**config.mk**
```make
export PLATFORM = sky130hd
export DESIGN_NAME = mpc_qp_admm_mvmult_row_reader
export DESIGN_NICKNAME = d
export VERILOG_FILES = /design/src/rtl/mpc_fix_pkg.sv /design/src/rtl/mpc_fix_shift_sat.sv /design/src/rtl/mpc_qp_admm_mvmult_row_reader.sv
export SDC_FILE = /design/constraint.sdc
export NUM_CORES = 1
export LEC_CHECK = 0
export BUFFER_PORTS_ARGS = -buffer_cell sky130_fd_sc_hd__buf_4
export CAP_MARGIN = 20
export CORE_UTILIZATION = 65
export DETAILED_ROUTE_END_ITERATION = 8
export GPL_TIMING_DRIVEN = 0
export PLACE_DENSITY = 0.83
export SLEW_MARGIN = 20
export SYNTH_ARGS = -nofsm -noshare
export SYNTH_HDL_FRONTEND = slang
export SYNTH_SLANG_ARGS = --single-unit
```
**constraint.sdc**
```tcl
create_clock -name clk -period 5.5 [get_ports clk]
set_input_delay 0.275 -clock clk [delete_from_list [all_inputs] [get_ports clk]]
set_output_delay 0.275 -clock clk [all_outputs]
set_load 0.1 [all_outputs]
```
**src/rtl/mpc_fix_pkg.sv**
```systemverilog
// Shared Q1.16 fixed-point constants, FSM encoding and helpers for the ADMM mvmult datapaths.
package mpc_fix_pkg;

    localparam int DATA_W = 18;
    localparam int FRAC_W = 16;

    localparam logic [DATA_W-1:0] ONE       = 18'h10000;
    localparam logic [DATA_W-1:0] MINUS_ONE = 18'h30000;
    localparam logic [DATA_W-1:0] SAT_MAX   = 18'h1FFFF;
    localparam logic [DATA_W-1:0] SAT_MIN   = 18'h20000;

    typedef enum logic [1:0] {
        S_IDLE  = 2'd0,
        S_RUN   = 2'd1,
        S_DRAIN = 2'd2
    } rr_state_t;

    function automatic int clog2(input int v);
        int r;
        r = 0;
        while ((1 << r) < v) r++;
        return r;
    endfunction

endpackage

```
**src/rtl/mpc_fix_shift_sat.sv**
```systemverilog
// Drops FRAC_W fraction bits (floor) from a wide signed accumulator and saturates to DATA_W.
module mpc_fix_shift_sat
    import mpc_fix_pkg::*;
#(
    parameter int IN_W = 39
) (
    input  logic signed [IN_W-1:0] acc,
    output logic [DATA_W-1:0]      q
);

    logic signed [IN_W-1:0]   shifted;
    logic [IN_W-DATA_W:0]     high;

    assign shifted = acc >>> FRAC_W;
    // The value fits only when every bit above the result's sign bit copies it.
    assign high    = shifted[IN_W-1:DATA_W-1];

    always_comb begin
        if ((&high) || !(|high)) begin
            q = shifted[DATA_W-1:0];
        end else if (shifted[IN_W-1]) begin
            q = SAT_MIN;
        end else begin
            q = SAT_MAX;
        end
    end

endmodule

```
**src/rtl/mpc_qp_admm_mvmult_row_reader.sv**
```systemverilog
// Streams a row-major H ROM and the x buffer, and emits one saturated Q1.16 dot product per row.
module mpc_qp_admm_mvmult_row_reader
    import mpc_fix_pkg::*;
#(
    parameter int ADDR_W  = 5,
    parameter int N_ROWS  = 3,
    parameter int N_COLS  = 8,
    parameter int XADDR_W = 3
) (
    input  logic               clk,
    input  logic               reset,
    input  logic               start,
    output logic               busy,
    output logic               done,
    output logic [ADDR_W-1:0]  h_address0,
    output logic               h_ce0,
    input  logic [DATA_W-1:0]  h_q0,
    output logic [XADDR_W-1:0] x_address0,
    output logic               x_ce0,
    input  logic [DATA_W-1:0]  x_q0,
    output logic               y_valid,
    output logic [1:0]         y_row,
    output logic [DATA_W-1:0]  y_data
);

    localparam int PROD_W = 2 * DATA_W;
    localparam int ACC_W  = PROD_W + clog2(N_COLS);

    localparam logic [ADDR_W-1:0]  FLAT_LAST = ADDR_W'(N_ROWS * N_COLS - 1);
    localparam logic [XADDR_W-1:0] COL_LAST  = XADDR_W'(N_COLS - 1);
    localparam logic [1:0]         ROW_LAST  = 2'(N_ROWS - 1);

    rr_state_t state, state_nx;
    logic [1:0]         drain_cnt;
    logic               issue;
    logic [ADDR_W-1:0]  flat;
    logic [XADDR_W-1:0] col;
    logic [1:0]         row;

    logic               s1_valid, s2_valid;
    logic [XADDR_W-1:0] s1_col, s2_col;
    logic [1:0]         s1_row, s2_row;

    logic signed [PROD_W-1:0] h_ext, x_ext, prod;
    logic signed [ACC_W-1:0]  prod_ext, acc, acc_nx;
    logic [DATA_W-1:0]        sat_q;

    always_ff @(posedge clk or posedge reset) begin
        if (reset) begin
            state <= S_IDLE;
        end else begin
            state <= state_nx;
        end
    end

    always_comb begin
        state_nx = state;
        case (state)
            S_IDLE:  if (start) state_nx = S_RUN;
            S_RUN:   if (flat == FLAT_LAST) state_nx = S_DRAIN;
            S_DRAIN: if (drain_cnt == 2'd2) state_nx = S_IDLE;
            default: state_nx = S_IDLE;
        endcase
    end

    always_comb begin
        busy  = (state != S_IDLE);
        issue = (state == S_RUN);
    end

    assign h_ce0      = issue;
    assign x_ce0      = issue;
    assign h_address0 = flat;
    assign x_address0 = col;

    // Counters stop on the last index so the ROM addresses hold while ce0 is low.
    always_ff @(posedge clk or posedge reset) begin
        if (reset) begin
            flat      <= '0;
            col       <= '0;
            row       <= '0;
            drain_cnt <= '0;
        end else begin
            drain_cnt <= (state == S_DRAIN) ? drain_cnt + 2'd1 : 2'd0;
            if (state == S_IDLE && start) begin
                flat <= '0;
                col  <= '0;
                row  <= '0;
            end else if (issue && flat != FLAT_LAST) begin
                flat <= flat + 1'b1;
                if (col == COL_LAST) begin
                    col <= '0;
                    row <= row + 2'd1;
                end else begin
                    col <= col + 1'b1;
                end
            end
        end
    end

    assign h_ext    = {{(PROD_W-DATA_W){h_q0[DATA_W-1]}}, h_q0};
    assign x_ext    = {{(PROD_W-DATA_W){x_q0[DATA_W-1]}}, x_q0};
    assign prod_ext = {{(ACC_W-PROD_W){prod[PROD_W-1]}}, prod};
    // Column 0 starts a fresh row, so no separate clear cycle is needed between rows.
    assign acc_nx   = (s2_col == '0) ? prod_ext : acc + prod_ext;

    mpc_fix_shift_sat #(
        .IN_W(ACC_W)
    ) u_shift_sat (
        .acc(acc_nx),
        .q  (sat_q)
    );

    always_ff @(posedge clk or posedge reset) begin
        if (reset) begin
            s1_valid <= 1'b0;
            s1_col   <= '0;
            s1_row   <= '0;
            s2_valid <= 1'b0;
            s2_col   <= '0;
            s2_row   <= '0;
            prod     <= '0;
            acc      <= '0;
            y_valid  <= 1'b0;
            y_row    <= '0;
            y_data   <= '0;
            done     <= 1'b0;
        end else begin
            s1_valid <= issue;
            s1_col   <= col;
            s1_row   <= row;
            s2_valid <= s1_valid;
            s2_col   <= s1_col;
            s2_row   <= s1_row;
            y_valid  <= 1'b0;
            done     <= 1'b0;
            if (s1_valid) begin
                prod <= h_ext * x_ext;
            end
            if (s2_valid) begin
                acc <= acc_nx;
                if (s2_col == COL_LAST) begin
                    y_valid <= 1'b1;
                    y_row   <= s2_row;
                    y_data  <= sat_q;
                    done    <= (s2_row == ROW_LAST);
                end
            end
        end
    end

endmodule
```
# After elaboration in Yosys (flattened, before gate mapping)

Cells that the tools add are included.

Logic and storage cells: 68
Flip-flop bits (word level): 123
Output and inout bits: 33
Input bits: 39

Mux-type cells: 20
Multiply operators: 1
Reduce and logical (&&, ||, !) cells: 14
$add $sub $neg: 5
Equality and inequality tests: 11

Operator list:

| kind                                                 | number |
|---|---|
| adder 39 x 36 -> 39 bit                              | 1 |
| two-way mux 39 bit                                   | 1 |
| multiplier 18 x 18 -> 36 bit                         | 1 |
| two-way mux 18 bit                                   | 2 |
| two-way mux 2 bit                                    | 7 |
| two-way mux 5 bit                                    | 2 |
| two-way mux 3 bit                                    | 3 |
| equality test 2 bit (second input constant)          | 3 |
| equality test 3 bit (second input constant)          | 2 |
| case mux 2 bit (3 select lines)                      | 1 |
| AND reduction 6 bit                                  | 1 |
| nonzero test 2 bit                                   | 3 |
| OR reduction 6 bit                                   | 1 |
| adder 5 x 1 -> 5 bit (second input constant)         | 1 |
| equality test 5 bit (second input constant)          | 1 |
| != test 5 bit (second input constant)                | 1 |
| adder 2 x 1 -> 2 bit (second input constant)         | 2 |
| two-way mux 1 bit                                    | 4 |
| != test 2 bit (second input constant)                | 2 |
| AND reduction 2 bit                                  | 2 |
| adder 3 x 1 -> 3 bit (second input constant)         | 1 |
| zero test 3 bit                                      | 1 |
| AND reduction 3 bit                                  | 1 |
| equality test 2 x 1 -> 1 bit (second input constant) | 1 |
| 5 further kinds                                      | 6 |

# Longest topological paths before layout

Depth in word-level cells: 6
Gate-level depth with buffers: 26

# Cells and area by module

A second synthesis with hierarchy kept.

Cells, all modules: 2097
Area total of the unflattened synthesis: 19225.9 um2

By module, submodules not included:

| module                        | cells each | area each (um2) | sequential area each (um2) | instances |
|---|---|---|---|---|
| mpc_qp_admm_mvmult_row_reader | 2069       | 19004.5         | 3078.0                     | 1 |
| mpc_fix_shift_sat             | 28         | 221.5           | 0.0                        | 1 |

# Worst setup path after synthesis

No wires, ideal clock.

Path kind: input to register
From: in h_q0[17]
To: reg prod[34]
Stages on the path: 24
Path slack: -0.706 ns
Buffers on the path: 2
Data arrival time: 6.081 ns
Library setup time: 0.125 ns
Data required time: 5.375 ns
Cell sequence: clkbuf_1 > clkbuf_1 > nand2_1 > fa_1 > inv_1 > fa_1 > inv_1 > fa_1 > inv_1 > fa_1 > fa_1 > inv_1 > fa_1 > inv_1 > ha_1 > a21o_1 > a21o_1 > a21oi_1 > nand2_1 > o21ai_0 > o21ai_0 > a211oi_1 > xnor2_1 > mux2_2

Longest elaborated chain between the ends: 1

Ends and longest elaborated chain:

| item                         | line                                 | RTL |
|---|---|---|
| from (decl)                  | mpc_qp_admm_mvmult_row_reader.sv:17  | `input logic [DATA_W-1:0] h_q0,` |
| multiplier 18 x 18 -> 36 bit | mpc_qp_admm_mvmult_row_reader.sv:138 | `prod <= h_ext * x_ext;` |
| to (signal assigned)         | mpc_qp_admm_mvmult_row_reader.sv:138 |  |
| to (decl)                    | mpc_qp_admm_mvmult_row_reader.sv:44  | `logic signed [PROD_W-1:0] h_ext, x_ext, prod;` |

No other way between the ends.
A chain may end at the register's enable or synchronous reset.

# Worst setup path in the final report

From: in h_q0[11]
To: reg prod[24]

Same word-level chain as after synthesis.

==> summary.txt <==
Detailed routing
  – Drc violations: 0
  – Drt wl/cell: 19.1 um
  – Via/cell ratio: between 5 and 6
  – Routed WL: 49900 um
  – DRT Pass-1 Iters: 5
  – DR vias: between 15000 and 20000
  – Final ANT Viol Nets: 0
  – Drt initial violations: approximately 1200

Timing
  – Final setup fails: 4
  – Final worst setup slack: -0.0772 ns
  – Worst hold margin: 0.153 ns
  – RSZ-0062 raised after global routing: yes
  – Clock skew: around 0.0094 ns
  – Worst-margin pin slew: 0.765 ns
  – Fin crit share: 1.01
  – Final hold vios: 0
  – Fmax: roughly 0.18 GHz
  – Final Max Slew Viols: 0
  – Normalized max-slew margin: 0.477
  – Minimum clock period: roughly 5.6 ns

Min path
  – Min-Delay Path Class: in2reg
  – Worst hold path depth: 3
  – Hold wc startpoint: x_q0[0]
  – Worst hold endpoint: prod[0]

Clock network
  – Clock sink count: about 120
  – Num CTS Buffers: 17
  – CTS clk-pin slew, worst paths: approximately 0.060 ns
  – Max clock buf depth: 2
  – CTS tree: yes
  – Worst skew pair latency: between 0.4 and 0.5 ns
  – H-tree level count: 4
  – CTS root buf: clkbuf_16

Synth
  – Mapped Cells: 2095
  – Synth Area per Inst: between 9 and 10 um^2
  – Synth Flop Type: dfrtp_1
  – Yosys reg bits: ~120
  – Sequential area share after synthesis: 0.161
  – Synth Warn #: 0
  – Post-synth ARST share: 1.00
  – Synth Cell Area: approximately 0.019 mm^2
  – Syn Nets: between 2000 and 3000
  – Unique masters post-synth: 65
  – EDFF count, synth: 0

Worst setup path
  – Worst EP required: 5.81 ns
  – WS Path Type: in2reg
  – Critical path launch point type: input pin
  – Path depth of the worst reg2reg path: 14
  – CP startpoint: h_q0[11]
  – Crit-path max FO: 10
  – Worst EP arrival: about 5.9 ns
  – Flop-to-flop setup slack: 1.35 ns
  – CP endpoint kind: register
  – Reg2Reg Capture Point: y_data[2]
  – Reg2reg start: prod[0]

Global routing
  – Vias in the first global route: approximately 17000
  – Global Route Usage Sum: 0.350
  – Largest net degree at the start of global routing: 67
  – First-pass GRT wire length: just over 80000 um
  – Initial antenna violation count: 1
  – Global route total overflow: 0

Die
  – Die Span Y: about 170 um
  – Core Box Area: 0.0289 mm^2
  – Initial Utilization: 0.664
  – I/O pin cnt: 72
  – Std cell rows: a little over 60
  – Die area: roughly 0.03 mm^2
  – Overall die width: around 170 um

Status
  – Status: finished with violations
  – Failing checks: negative setup slack

Placement
  – IO Port Bufs: 64
  – GP Congestion: approximately 1
  – Post-DP HPWL: around 40000 um

Layout
  – ANT cells: 0
  – Post-layout net count: ~2700
  – Layout area overhead: 15.9%
  – Share of cells above drive strength 1: 0.140

Flow run
  – Number of max-cap violations: 0
[cell usage after synthesis, types with 4 or more instances]
library cell | instances | area share
a211oi_1 | 10 | 0.0039
a21o_1 | 28 | 0.011
a21oi_1 | 110 | 0.029
a31o_2 | 4 | 0.0018
a31oi_1 | 12 | 0.0039
a32oi_1 | 15 | 0.0069
and2_1 | 172 | 0.056
and3_1 | 13 | 0.0042
buf_2 | 4 | 0.0010
clkbuf_1 | 72 | 0.014
dfrtp_1 | 123 | 0.16
fa_1 | 330 | 0.35
ha_1 | 135 | 0.088
inv_1 | 403 | 0.079
mux2_2 | 30 | 0.018
mux2i_1 | 12 | 0.0063
nand2_1 | 238 | 0.047
nand2b_1 | 15 | 0.0049
nand3_1 | 22 | 0.0058
nand4_1 | 9 | 0.0029
nor2_1 | 110 | 0.022
nor2b_1 | 5 | 0.0016
nor3_1 | 13 | 0.0034
o211ai_1 | 16 | 0.0063
o21a_1 | 15 | 0.0059
o21ai_0 | 40 | 0.010
o21bai_1 | 7 | 0.0027
o31ai_1 | 5 | 0.0020
or3_1 | 7 | 0.0023
xnor2_1 | 51 | 0.023
xor2_1 | 20 | 0.0091
[layout by cell type, fill, tap and decap left out, types with 16 or more instances in the layout]
cell type / count
a21o_1: 28
a21oi_1: 99
and2_1: 163
buf_4: 91
clkbuf_1: 31
clkbuf_16: 38
dfrtp_1: 123
fa_1: 320
ha_1: 118
inv_1: 385
mux2_2: 27
nand2_1: 231
nand3_1: 22
nor2_1: 108
o211ai_1: 16
o21ai_0: 32
xnor2_1: 51
xor2_1: 20
[worst max path at each step]
stage | endpoint | slack [ns] | cells after the start
after floorplan | prod[34] | -0.06 | 23
after detailed placement | prod[34] | -0.93 | 24
after global placement | prod[34] | -0.88 | 24
final | prod[24] | -0.08 | 24
after CTS | prod[34] | -0.005 | 22
after global routing | prod[34] | -0.24 | 23
[flip-flops by register name, summed over array words and instances, names as in the netlist, 2 cells and up]
signal and count:
h_address0 5, y_data 18, prod 36, s1_row 2, s1_col 3, acc 39
state 2, row 2, x_address0 3, y_row 2, drain_cnt 2, s2_col 3
s2_row 2
[cell type report]
cell class / count / area [um^2]
Buffer: 73 / 877
Tap cell: 384 / 480
Timing Repair Buffer: 107 / 946
Sequential cell: 123 / 3080
Clock buffer: 21 / 450
Fill cell: 1941 / 6670
Inverter: 403 / 1530
Multi-Input combinational cell: 1490 / 14700
Clock inverter: 11 / 168
[layer usage]
metal | wire, um | vias to the layer above | track usage
li1 | - | 6810 | -
met1 | 19100 | 7702 | 0.443
met2 | 24500 | 675 | 0.595
met3 | 3750 | 223 | 0.0601
met4 | 2520 | 2 | 0.155
met5 | 13 | - | 0
[critical path, stage by stage]
cell      delay (ns)
buf_4           0.17
clkbuf_8        0.22
nand2_1         0.09
fa_1            0.59
fa_2            0.47
fa_2            0.55
inv_1           0.06
fa_2            0.46
fa_1            0.49
inv_1           0.05
fa_1            0.47
inv_1           0.04
ha_2            0.21
a21oi_4         0.18
o21ai_2         0.07
a21oi_2         0.20
nand2_2         0.09
buf_4           0.15
buf_6           0.10
o211ai_1        0.29
nand2b_1        0.13
a21oi_2         0.15
xnor2_1         0.10
mux2_4          0.27
[repair_timing]
item	4_1_cts	5_1_grt
hold endpoints to repair	65	0
hold buffers	1	0
pin swaps	41	61
endpoints found under the setup margin	14	13
gates resized for setup	118	57
buffers inserted	25	16
[stage by stage]
step / util / setup TNS, ns / setup slack [ns] / area [um^2] / std cells
after floorplan: - / -0.143 / -0.0566 / 19500 / 2095
after global placement: 0.710 / -11.45 / -0.885 / 20500 / 2543
after detailed placement: 0.711 / -12.47 / -0.927 / 20500 / 2544
after CTS: 0.759 / -0.00534 / -0.00534 / 21900 / 2596
after global routing: 0.769 / -1.39 / -0.236 / 22200 / 2612
final: 0.769 / -0.209 / -0.0772 / 22200 / 2612
[cell families after synthesis]
family	Yosys count	share of synthesized area
DFF	123	0.161
buffers and inverters	482	0.0953
adders and majority gates	465	0.433
muxes	42	0.0239
xor gates and xnor gates	71	0.0325
AOI/OAI and AO/OA	294	0.0991
and+or+nand+nor	618	0.155
Power is not shown: default switching activity piles up to over one toggle a cycle in this logic, so the estimate is an artifact.
